$ cat config.mk
export PLATFORM = sky130hd
export DESIGN_NAME = fifo_uart_tx
export DESIGN_NICKNAME = d
export VERILOG_FILES = /design/src/rtl/uart_pkg.sv /design/src/rtl/uart_baud_counter.sv /design/src/rtl/fifo_uart_tx.sv
export SDC_FILE = /design/constraint.sdc
export NUM_CORES = 1
export LEC_CHECK = 0
export ABC_AREA = 1
export CAP_MARGIN = 15
export CORE_UTILIZATION = 52
export DETAILED_ROUTE_END_ITERATION = 12
export GPL_TIMING_DRIVEN = 0
export HOLD_SLACK_MARGIN = 0.02
export PLACE_DENSITY = 0.8
export RECOVER_POWER = 100
export SETUP_SLACK_MARGIN = 0.3
export SYNTH_ARGS = -nofsm -noshare
export SYNTH_HDL_FRONTEND = slang
export SYNTH_SLANG_ARGS = --single-unit
$ cat constraint.sdc
create_clock -name clock -period 2.1 [get_ports clock]
set_input_delay 0.63 -clock clock [delete_from_list [all_inputs] [get_ports clock]]
set_output_delay 0.63 -clock clock [all_outputs]
set_load 0.01 [all_outputs]
$ cat src/rtl/uart_pkg.sv
// Shared UART definitions: FSM state encoding and frame geometry.
package uart_pkg;

  typedef enum logic [1:0] {
    IDLE  = 2'd0,
    START = 2'd1,
    DATA  = 2'd2,
    STOP  = 2'd3
  } uart_state_e;

  localparam int UART_DATA_BITS  = 8;
  localparam int UART_FRAME_BITS = 10;  // start + 8 data + stop

endpackage

$ cat src/rtl/uart_baud_counter.sv
// Bit-period timer: counts 0..clocksPerBit-1 and pulses tick on the last cycle.
module uart_baud_counter #(
  parameter int clocksPerBit = 434
) (
  input  logic clock,
  input  logic reset,
  input  logic clear,
  output logic tick
);

  localparam int               CW   = $clog2(clocksPerBit);
  localparam logic [CW-1:0]    LAST = CW'(clocksPerBit - 1);

  logic [CW-1:0] r_count;

  assign tick = (r_count == LAST);

  // Free-running count within a bit period; restarts on clear or after the last cycle.
  always_ff @(posedge clock) begin
    // NOTE: sequential state uses non-blocking assignments so every flop samples pre-edge values.
    if (reset || clear || tick) r_count <= '0;
    else                        r_count <= r_count + CW'(1);
  end

endmodule

$ cat src/rtl/fifo_uart_tx.sv
// FIFO-draining UART transmitter: pops one word when idle and enabled, then
// sends it LSB byte first as consecutive 8N1 frames on txd.
module fifo_uart_tx
  import uart_pkg::*;
#(
  parameter int bitWidth     = 32,
  parameter int clocksPerBit = 434
) (
  input  logic                clock,
  input  logic                reset,
  input  logic                enable,
  input  logic                fifoEmpty,
  input  logic [bitWidth-1:0] fifoPopData,
  output logic                fifoPop,
  output logic                txd,
  output logic                busy
);

  localparam int              NBYTES    = bitWidth / UART_DATA_BITS;
  localparam int              BYW       = (NBYTES > 1) ? $clog2(NBYTES) : 1;
  localparam logic [BYW-1:0]  LAST_BYTE = BYW'(NBYTES - 1);
  localparam logic [2:0]      LAST_BIT  = 3'(UART_DATA_BITS - 1);

  uart_state_e         r_state, w_next_state;
  logic [BYW-1:0]      r_byte;
  logic [2:0]          r_bit;
  logic [bitWidth-1:0] r_shift;
  logic                r_txd, r_busy;
  logic                w_tick, w_clear, w_pop, w_txd_next;
  logic [2:0]          w_bit_idx;

  // Bit timer restarts on every state entry and is held cleared while idle.
  assign w_clear = (r_state == IDLE) || (w_next_state != r_state);

  uart_baud_counter #(.clocksPerBit(clocksPerBit)) u_baud (
    .clock (clock),
    .reset (reset),
    .clear (w_clear),
    .tick  (w_tick)
  );

  // State register.
  always_ff @(posedge clock) begin
    if (reset) r_state <= IDLE;
    else       r_state <= w_next_state;
  end

  // Next-state logic: each non-idle state lasts whole bit periods.
  always_comb begin
    // NOTE: default assignment first keeps this block free of inferred latches.
    w_next_state = r_state;
    case (r_state)
      IDLE:  if (w_pop)                        w_next_state = START;
      START: if (w_tick)                       w_next_state = DATA;
      DATA:  if (w_tick && r_bit == LAST_BIT)  w_next_state = STOP;
      STOP:  if (w_tick)                       w_next_state = (r_byte < LAST_BYTE) ? START : IDLE;
      default:                                 w_next_state = IDLE;
    endcase
  end

  // Output decode: pop strobe, plus the line level for the upcoming cycle.
  always_comb begin
    w_pop     = (r_state == IDLE) && enable && !fifoEmpty && !reset;
    w_bit_idx = 3'd0;
    if (r_state == DATA) w_bit_idx = w_tick ? r_bit + 3'd1 : r_bit;
    case (w_next_state)
      START:   w_txd_next = 1'b0;
      DATA:    w_txd_next = r_shift[w_bit_idx];
      default: w_txd_next = 1'b1;
    endcase
  end

  // Datapath: word capture, byte/bit counters and registered line outputs.
  always_ff @(posedge clock) begin
    if (reset) begin
      r_shift <= '0;
      r_byte  <= '0;
      r_bit   <= '0;
      r_txd   <= 1'b1;
      r_busy  <= 1'b0;
    end else begin
      r_txd  <= w_txd_next;
      r_busy <= (w_next_state != IDLE);
      case (r_state)
        IDLE: if (w_pop) begin
          r_shift <= fifoPopData;
          r_byte  <= '0;
          r_bit   <= '0;
        end
        START: if (w_tick) r_bit <= '0;
        DATA:  if (w_tick) r_bit <= r_bit + 3'd1;
        STOP:  if (w_tick && r_byte < LAST_BYTE) begin
          r_byte  <= r_byte + BYW'(1);
          r_shift <= r_shift >> UART_DATA_BITS;
        end
        default: ;
      endcase
    end
  end

  assign fifoPop = w_pop;
  assign txd     = r_txd;
  assign busy    = r_busy;

endmodule

==> run metrics <==
initial DRC count=slightly above 100; Max-cap violations=0; Place WS=-0.717 ns; # IOs=39; startpoint types=flop; Yosys warning count=0; number of H-tree levels=2; Max Slew Vio Count=0; internal power=1400 uW; post-synthesis simple-gate area fraction=26.0%; fraction of layout cells with a size suffix above 1=12.1%; largest area contributor in the netlist=dfxtp_1; Synth Area in Compound Gates=18.3%; power per cell area=roughly 650 mW/mm^2; Hold WS=0.442 ns; Core Box Area=0.00412 mm^2; via count=2,145; multi-input logic area=0.00115 mm^2; Final WS setup=roughly 0.30 ns; First-pass DRT Iterations=5; switching part of the total=between 20 and 25%; crit-path max FO=8; clock slew at reported path FFs=around 0.090 ns; GRT Total Usage=23.5%; Psw=459 uW; Die Ht=68.4 um; library cells used by synthesis=30; unrepaired setup endpoints after global routing=yes; Seq pwr share=between 50% and 60%; Synth Area in Adders=approximately 2.7%; number of buffers created by CTS=5; Die ar.=0.00468 mm^2; final WL=5.12 mm; sequential fraction of the synthesis area=~44%; CTS tree=yes; FMAX=0.554 GHz; worst vdd ir=between 0.4 and 0.5 mV; DR DRC count=0; slew margin rel.=69.3%; period utilisation layout=85.9%; Die X=68.4 um; worst skew pair latency=0.30 ns; final setup TNS=0 ns; cells after synthesis=306; cell area after synthesis=0.00229 mm^2; via/cell ratio=5.28; Final #Nets=between 300 and 400; antenna-violating nets left=0; input/output buffers=38; Seq. cell area=0.00100 mm^2; Main synth FF type=dfxtp_1; fin crit period=1.80 ns; CP required=2.29 ns; crit end category=flop; first-pass GRT wire length=8.16 mm; # rows=23; largest cells by area after synthesis=dfxtp_1 (44%), nand2_1 (11%), o21ai_0 (6.8%), a31oi_1 (6.6%), nor2_1 (4.6%); critical path class=reg -> reg; combinational share of power=14.2%; root buffer cell=clkbuf_8; Clock Power Share=30.6%; hold_buf cts=0; Routed wire per std cell=12.6 um; P_leak=between 0.001 and 0.0015 uW; status=complete, no violations; Post-Syn Nets=about 350; Worst Clk Skew=0.00454 ns; initial core utilization=55.7%; Final Hold Viols=0; diode count=0; top cells by count, synth=nand2_1 (70), dfxtp_1 (50), o21ai_0 (31); FILL cells=367; FF+latch count, synth=50; top-count cell post-synth=nand2_1; initial antenna violation count=0; area grow syn2layout=25.3%; mux share of post-synthesis cell area=0%; Overflow after GRT=0; largest net degree at the start of global routing=15; Worst Max-Slew Pin Slew=0.460 ns; DP HPWL=between 3 and 4 mm; vias in the first global route=between 1,500 and 2,000; Sink Count=50; XOR/XNOR Fraction of Synth Area=2.29%; endpoints failing setup=0; top cell type's share of synthesized area=43.7%; CTS Buffer Depth=2; CP arrival=1.99 ns; FFs w/ async S/R, synth=0%; routability cong.=0.834; worst hold path class=reg -> reg; Post-synth EDFFs=0; syn_area_per_cell=approximately 7.5 um^2; Pwr Total=1860 uW; main combinational cell family by area after synthesis=simple AND/OR/NAND/NOR gates
[cell type report]
class                      count  share of cell area, %
multi-input combinational    220                   39.9
clock buffer                   7                   3.01
buffer                        14                   2.57
clock inverter                 1                  0.174
tap                           50                   2.18
timing repair buffer          42                   14.2
sequential                    50                   34.9
inverter                      22                   3.09
[state kept, by name, summed over array words and instances, names as in the netlist]
name,flops
u_baud.r_count,9
r_state,2
r_byte,2
r_shift,32
busy,1
txd,1
r_bit,3
[routing by layer]
layer,up-vias,global-route usage [%],routed length [um]
li1,1130,-,-
met1,964,27.4,2240
met2,47,42.6,2640
met3,4,5.17,204
met4,0,6.51,41
met5,-,0,0
[path summary, 6_finish.rpt]
path,slack [ns],depth (start not counted),end,startpoint
worst max-delay path,0.30,13,txd$_SDFF_PP1_,u_baud.r_count[1]$_SDFF_PP0_
worst min-delay path,0.44,1,u_baud.r_count[0]$_SDFF_PP0_,u_baud.r_count[0]$_SDFF_PP0_
worst max register to register,0.30,13,txd$_SDFF_PP1_,u_baud.r_count[1]$_SDFF_PP0_
worst min register to register,0.44,1,u_baud.r_count[0]$_SDFF_PP0_,u_baud.r_count[0]$_SDFF_PP0_
[critical path, cell delays in order, from the launching register on]
cell     delay, ns
dfxtp_2       0.33
inv_1         0.05
ha_2          0.17
nand2_1       0.05
nor2_1        0.27
nand2_4       0.14
nand2_1       0.08
nand3_1       0.16
inv_2         0.11
nand3_1       0.08
nand3_1       0.08
nand2_1       0.07
nand2_1       0.05
nand3_1       0.06
[per-stage QoR]
stage	std cells	cell area, um^2	utilization, %
6_report	406	2870	69.8
4_1_cts	404	2860	69.4
3_3_place_gp	394	2740	66.5
3_5_place_dp	394	2740	66.5
5_1_grt	406	2870	69.8
2_1_floorplan	306	2290	-
[what timing repair did]
action	4_1_cts	5_1_grt
pin swaps	1	2
setup endpoints to repair	36	10
setup buffers	2	2
gates resized for setup	19	8
[kinds of logic after synthesis]
logic type               count (synthesis)
AO/OA/AOI/OAI                           76
buffers and inverters                   36
flip-flops                              50
XOR/XNOR                                 6
adder cells (fa/ha/maj)                  5
AND/OR/NAND/NOR                        133
[power by group through the flow]
stage | clock, uW | sequential (uW) | combinational, uW
finish | 569 | 1030 | 265
global route | 624 | 1040 | 295
CTS | 578 | 1030 | 262
detailed placement | 0 | 1050 | 253
global placement | 0 | 1050 | 250
floorplan | 0 | 1050 | 136
[placed cells by master (no fill, tap or decap), types with 2 or more instances in the layout]
cell and instances:
a21oi_1 16, a31oi_1 24, buf_2 3, buf_4 9
clkbuf_1 8, clkbuf_8 6, clkdlybuf4s15_1 2, clkdlybuf4s50_1 33
clkinv_2 2, dfxtp_1 48, dfxtp_2 2, ha_1 4
inv_1 14, inv_2 5, inv_4 2, nand2_1 70
nand2_2 4, nand3_1 14, nand4_1 7, nor2_1 28
nor2_2 2, o21ai_0 31, o21ai_1 4, xor2_1 5
Note: power is estimated with default switching activity, not from simulation.
